--- config.mk ---
export PLATFORM = sky130hd
export DESIGN_NAME = dmem_arbiter
export DESIGN_NICKNAME = d
export VERILOG_FILES = /design/src/rtl/dmem_arb_pkg.sv /design/src/rtl/dmem_arbiter_wait_counter.sv /design/src/rtl/dmem_arbiter.sv
export SDC_FILE = /design/constraint.sdc
export NUM_CORES = 1
export LEC_CHECK = 0
export CORE_MARGIN = 10
export CORE_UTILIZATION = 43
export DETAILED_ROUTE_END_ITERATION = 6
export PLACE_DENSITY = 0.88
export SETUP_SLACK_MARGIN = 0.4
export SYNTH_ARGS = -nofsm -noshare
export SYNTH_HDL_FRONTEND = slang
export SYNTH_SLANG_ARGS = --single-unit
--- constraint.sdc ---
create_clock -name clk -period 4.2 [get_ports clk]
set_clock_uncertainty 0.2 [all_clocks]
set_input_delay 0.84 -clock clk [delete_from_list [all_inputs] [get_ports clk]]
set_output_delay 0.84 -clock clk [all_outputs]
set_load 0.01 [all_outputs]
--- src/rtl/dmem_arb_pkg.sv ---
// Shared definitions for the DataMemory arbiter: FSM encoding, port ids, default widths.
package dmem_arb_pkg;

  typedef enum logic [1:0] {
    ST_IDLE = 2'd0,
    ST_BUSY = 2'd1,
    ST_DONE = 2'd2
  } state_e;

  localparam logic PORT_CPU = 1'b0;
  localparam logic PORT_AUX = 1'b1;

  localparam int DMEM_ADDR_W = 6;
  localparam int DMEM_DATA_W = 8;

endpackage

--- src/rtl/dmem_arbiter_wait_counter.sv ---
// Saturating starvation counter: counts port 1's lost arbitrations, flags MAX_WAIT.
module dmem_wait_counter #(
  parameter int MAX_WAIT = 4
) (
  input  logic clk,
  input  logic reset,
  input  logic inc,
  input  logic clr,
  output logic at_max
);

  localparam logic [3:0] MAX_C = 4'(MAX_WAIT);

  logic [3:0] cnt_q;
  logic [3:0] cnt_d;

  always_comb begin
    cnt_d = cnt_q;
    if (clr)
      cnt_d = '0;
    else if (inc && (cnt_q != MAX_C))
      cnt_d = cnt_q + 4'd1;
  end

  always_ff @(posedge clk) begin
    if (reset)
      cnt_q <= '0;
    else
      cnt_q <= cnt_d;
  end

  assign at_max = (cnt_q == MAX_C);

endmodule

--- src/rtl/dmem_arbiter.sv ---
// Two-port req/ack arbiter and one-access sequencer in front of DataMemory.
// Optional grant statistics counters enabled by macro DMEM_ARB_STATS_EN.
//
// state | meaning
// IDLE  | waiting for a request; arbitrate and latch the winner's fields
// BUSY  | memory strobes driven for one cycle; read data captured at the closing edge
// DONE  | one-cycle ack to the latched port, strobes low
module dmem_arbiter
  import dmem_arb_pkg::*;
#(
  parameter int ADDR_W   = DMEM_ADDR_W,
  parameter int DATA_W   = DMEM_DATA_W,
  parameter int MAX_WAIT = 4
) (
  input  logic              clk,
  input  logic              reset,
  input  logic              req0,
  input  logic              we0,
  input  logic [ADDR_W-1:0] addr0,
  input  logic [DATA_W-1:0] wdata0,
  output logic              ack0,
  input  logic              req1,
  input  logic              we1,
  input  logic [ADDR_W-1:0] addr1,
  input  logic [DATA_W-1:0] wdata1,
  output logic              ack1,
  output logic [DATA_W-1:0] rdata,
  output logic              busy,
  output logic              mem_write,
  output logic              mem_read,
  output logic [ADDR_W-1:0] endereco,
  output logic [DATA_W-1:0] valor_escrita,
  input  logic [DATA_W-1:0] valor_saida
`ifdef DMEM_ARB_STATS_EN
  ,
  output logic [15:0]       grant_cnt0,
  output logic [15:0]       grant_cnt1
`endif
);

  state_e            state_q;
  logic              gnt_id_q;
  logic              we_q;
  logic [ADDR_W-1:0] addr_q;
  logic [DATA_W-1:0] wdata_q;
  logic [DATA_W-1:0] rdata_q;
  logic              ack0_q, ack1_q, busy_q, mem_write_q, mem_read_q;

  logic              idle, any_req, at_max;
  logic              pick1_d, we_d, wait_inc, wait_clr;
  logic [ADDR_W-1:0] addr_d;
  logic [DATA_W-1:0] wdata_d;

  assign idle    = (state_q == ST_IDLE);
  assign any_req = req0 | req1;
  // Port 0 has priority unless port 1 has lost MAX_WAIT arbitrations in a row.
  assign pick1_d = req1 & (~req0 | at_max);
  assign we_d    = pick1_d ? we1    : we0;
  assign addr_d  = pick1_d ? addr1  : addr0;
  assign wdata_d = pick1_d ? wdata1 : wdata0;

  assign wait_inc = idle & req1 & ~pick1_d;
  assign wait_clr = idle & (~req1 | pick1_d);

  dmem_wait_counter #(.MAX_WAIT(MAX_WAIT)) u_wait (
    .clk    (clk),
    .reset  (reset),
    .inc    (wait_inc),
    .clr    (wait_clr),
    .at_max (at_max)
  );

  always_ff @(posedge clk) begin
    if (reset) begin
      state_q     <= ST_IDLE;
      gnt_id_q    <= PORT_CPU;
      we_q        <= 1'b0;
      addr_q      <= '0;
      wdata_q     <= '0;
      rdata_q     <= '0;
      ack0_q      <= 1'b0;
      ack1_q      <= 1'b0;
      busy_q      <= 1'b0;
      mem_write_q <= 1'b0;
      mem_read_q  <= 1'b0;
    end else begin
      ack0_q      <= 1'b0;
      ack1_q      <= 1'b0;
      mem_write_q <= 1'b0;
      mem_read_q  <= 1'b0;
      case (state_q)
        ST_IDLE: begin
          if (any_req) begin
            gnt_id_q    <= pick1_d;
            we_q        <= we_d;
            addr_q      <= addr_d;
            wdata_q     <= wdata_d;
            mem_write_q <= we_d;
            mem_read_q  <= ~we_d;
            busy_q      <= 1'b1;
            state_q     <= ST_BUSY;
          end
        end
        ST_BUSY: begin
          if (!we_q)
            rdata_q <= valor_saida;
          ack0_q  <= (gnt_id_q == PORT_CPU);
          ack1_q  <= (gnt_id_q == PORT_AUX);
          state_q <= ST_DONE;
        end
        ST_DONE: begin
          busy_q  <= 1'b0;
          state_q <= ST_IDLE;
        end
        default: begin
          busy_q  <= 1'b0;
          state_q <= ST_IDLE;
        end
      endcase
    end
  end

  assign ack0          = ack0_q;
  assign ack1          = ack1_q;
  assign rdata         = rdata_q;
  assign busy          = busy_q;
  assign mem_write     = mem_write_q;
  assign mem_read      = mem_read_q;
  assign endereco      = addr_q;
  assign valor_escrita = wdata_q;

`ifdef DMEM_ARB_STATS_EN
  logic [15:0] grant_cnt0_q, grant_cnt1_q;

  always_ff @(posedge clk) begin
    if (reset) begin
      grant_cnt0_q <= '0;
      grant_cnt1_q <= '0;
    end else begin
      if (ack0_q) grant_cnt0_q <= grant_cnt0_q + 16'd1;
      if (ack1_q) grant_cnt1_q <= grant_cnt1_q + 16'd1;
    end
  end

  assign grant_cnt0 = grant_cnt0_q;
  assign grant_cnt1 = grant_cnt1_q;
`endif

endmodule

==> metrics.cfg <==
[worst_setup_path]
start_kind=input pin
cp.arrival_ns=2.86
end_kind=register
required_ns=4.19
crit_fanout=16
worstSetupPathType=input pin to register

[synth]
synth_top_cell_by_area=dfxtp_1
yosysMostFrequentCell=dfxtp_1
yosys.area_share.simple_pct=17.51
synth_cell_type_count=35
synth_fa_ha_area_share_pct=1.606
async_flop_share_pct=0
synth_edf_count=0
yosysWarnings=0
synth_compound_area_share_pct=24.66
syn-cell-area_sq_um=1558
synth_top_family_by_area=compound AO/OA/AOI/OAI gates
synth_area_leaders=dfxtp_1, a311oi_1, o211ai_1
postSynthCellCount=172
synth_nets=216
synth_xor_area_share_pct=0
synthTopCellsByCount=dfxtp_1, a21oi_1, nand3_1, o211ai_1, a311oi_1
ys_ff_latch=35
synth.top_cell.area_share_pct=44.98
yosysSeqAreaShare_pct=44.98
synth_mux_area_share_pct=5.141
avgSynthCellArea_sq_um=9.057
synth_flop_cell=dfxtp_1

[die]
die_w_um=80.19
initial_core_util_pct=45.60
rows=21
die_h_um=80.19
coreArea_sq_um=3416
die-area_sq_um=6430
pin_count=69

[routing]
ant_nets=0
drc=0
wire_per_inst_um=16.05
dr.first_iter.drc_count=83
vias=1560
vias_per_cell=5.591
totalWireLength_um=4477
drt_pass1_iterations=4

[cts]
postCtsHoldBufs=0
cts_buffer_depth=2
clkLatencyLatePin_ns=0.36
htreeDepth=2
clkSinkCount=35
cts_tree=yes
post_cts_buffers=0
cts.clk_slew.worst_paths_ns=0.11
numCtsBuffers=5
cts_root_buf=clkbuf_4
post_cts_resized=0

[sta]
final-setup-viol-count=0
finalCritPeriodShare_pct=68.33
layout_min_cycle_time_ns=2.870
maxSlewHeadroom_pct=19.94
drv_slew=0
hold_violations=0
rsz0062_at_grt=false
worstMarginPinSlew_ns=1.197
hold_slack_ns=0.2913
finalSetupTns_ns=0
max_freq_ghz=0.3484

[cells_and_area]
fillers=291
syn2layout_area_growth_pct=46.91
drive_above_1_share_pct=5.150
n_antenna_cell=0
nets=276

[global_routing]
grt_overflow=0
grt_max_degree=35
grt_pass1_vias=1583
grt_pass1_wl_um=7334
antenna_found_initial=0
gr-usage-all-layers_pct=14.19

[placement]
portBuffers=68
place_congestion=0.8186
dp_hpwl_um=3290

[run_status]
outcome=complete, no violations

[power_and_ir_drop]
vdd_drop_max_uv=198.6
power_density_nw_per_um2=325.1
leakagePower_nw=0.8055

[hold_path]
hp-class=register to register

[flow_run]
drv_cap=0

## worst max-delay path: stages
cell	delay, ns
clkdlybuf4s50_1	0.65
buf_4	0.26
nor2_1	0.07
nor2_1	0.83
a311oi_1	0.21
## layer usage
layer	wire length (um)	global-route usage [%]
met2	2207	23.68
met4	56	5.634
met3	369	6.682
met1	1844	15.16
met5	0	0
## power by group
part | internal [mW] | leakage, nW | switching (mW)
registers | 0.359 | 0.288 | 0.0160
logic | 0.105 | 0.490 | 0.0808
clock network | 0.0638 | 0.0272 | 0.119
## registers in the layout (all words and copies together) (netlist names)
| register | cells |
|---|---|
| rdata | 8 |
| busy | 1 |
| mem_read | 1 |
| we_q | 1 |
| gnt_id_q | 1 |
| u_wait.cnt_q | 4 |
| state_q | 2 |
| endereco | 6 |
| valor_escrita | 8 |
| ack1 | 1 |
| ack0 | 1 |
| mem_write | 1 |
## per-stage QoR
| step | utilization, % | instance area, sq um | power [mW] | setup slack [ns] | std cells |
|---|---|---|---|---|---|
| 3_3_place_gp | 65.31 | 2231 | 0.5668 | 1.069 | 271 |
| 6_report | 67.00 | 2288 | 0.7440 | 1.330 | 279 |
| 2_1_floorplan | - | 1558 | 0.4672 | 2.259 | 172 |
| 4_1_cts | 67.00 | 2288 | 0.7502 | 1.427 | 279 |
| 5_1_grt | 67.00 | 2288 | 0.7830 | 1.237 | 279 |
| 3_5_place_dp | 65.31 | 2231 | 0.5690 | 1.048 | 271 |
## placed cells by master (no fill, tap or decap), drive strengths merged, types with 2 or more instances in the layout
master and count:
nor2 12, inv 4, nor3 3, a21oi 19, dfxtp 35, clkinvlp 2
o211ai 16, clkdlybuf4s50 68, buf 2, or2 2, ha 2, or4 2
clkbuf 5, nand3 16, mux2i 8, a311oi 15, nand2 5
## cell families (layout without fill, tap and decap cells)
logic type	after synthesis	count (layout)
simple gates	51	51
flops	35	35
mux	8	8
buf+inv	21	82
fa+ha+maj	2	2
compound gates	55	55
## cell type report
class / instances / area, sq um / share of cell area [%]
well taps: 46 / 57.56 / 2.515
flip-flops and latches: 35 / 700.7 / 30.62
clock buffers: 5 / 37.54 / 1.640
repair buffers: 70 / 695.7 / 30.40
inverters: 4 / 15.01 / 0.6561
multi-input cells: 116 / 762.0 / 33.30
clock inverters: 3 / 20.02 / 0.8748
## worst paths after layout
| check | from | to | slack, ns | cells after the start |
|---|---|---|---|---|
| worst max-delay path | req1 | endereco[0] | 1.33 | 5 |
| worst min-delay path | gnt_id_q | ack0 | 0.29 | 1 |
| worst max register to register | u_wait.cnt_q[0] | u_wait.cnt_q[3] | 2.09 | 5 |
| worst min register to register | gnt_id_q | ack0 | 0.29 | 1 |
Note: power is estimated with default switching activity, not from simulation.
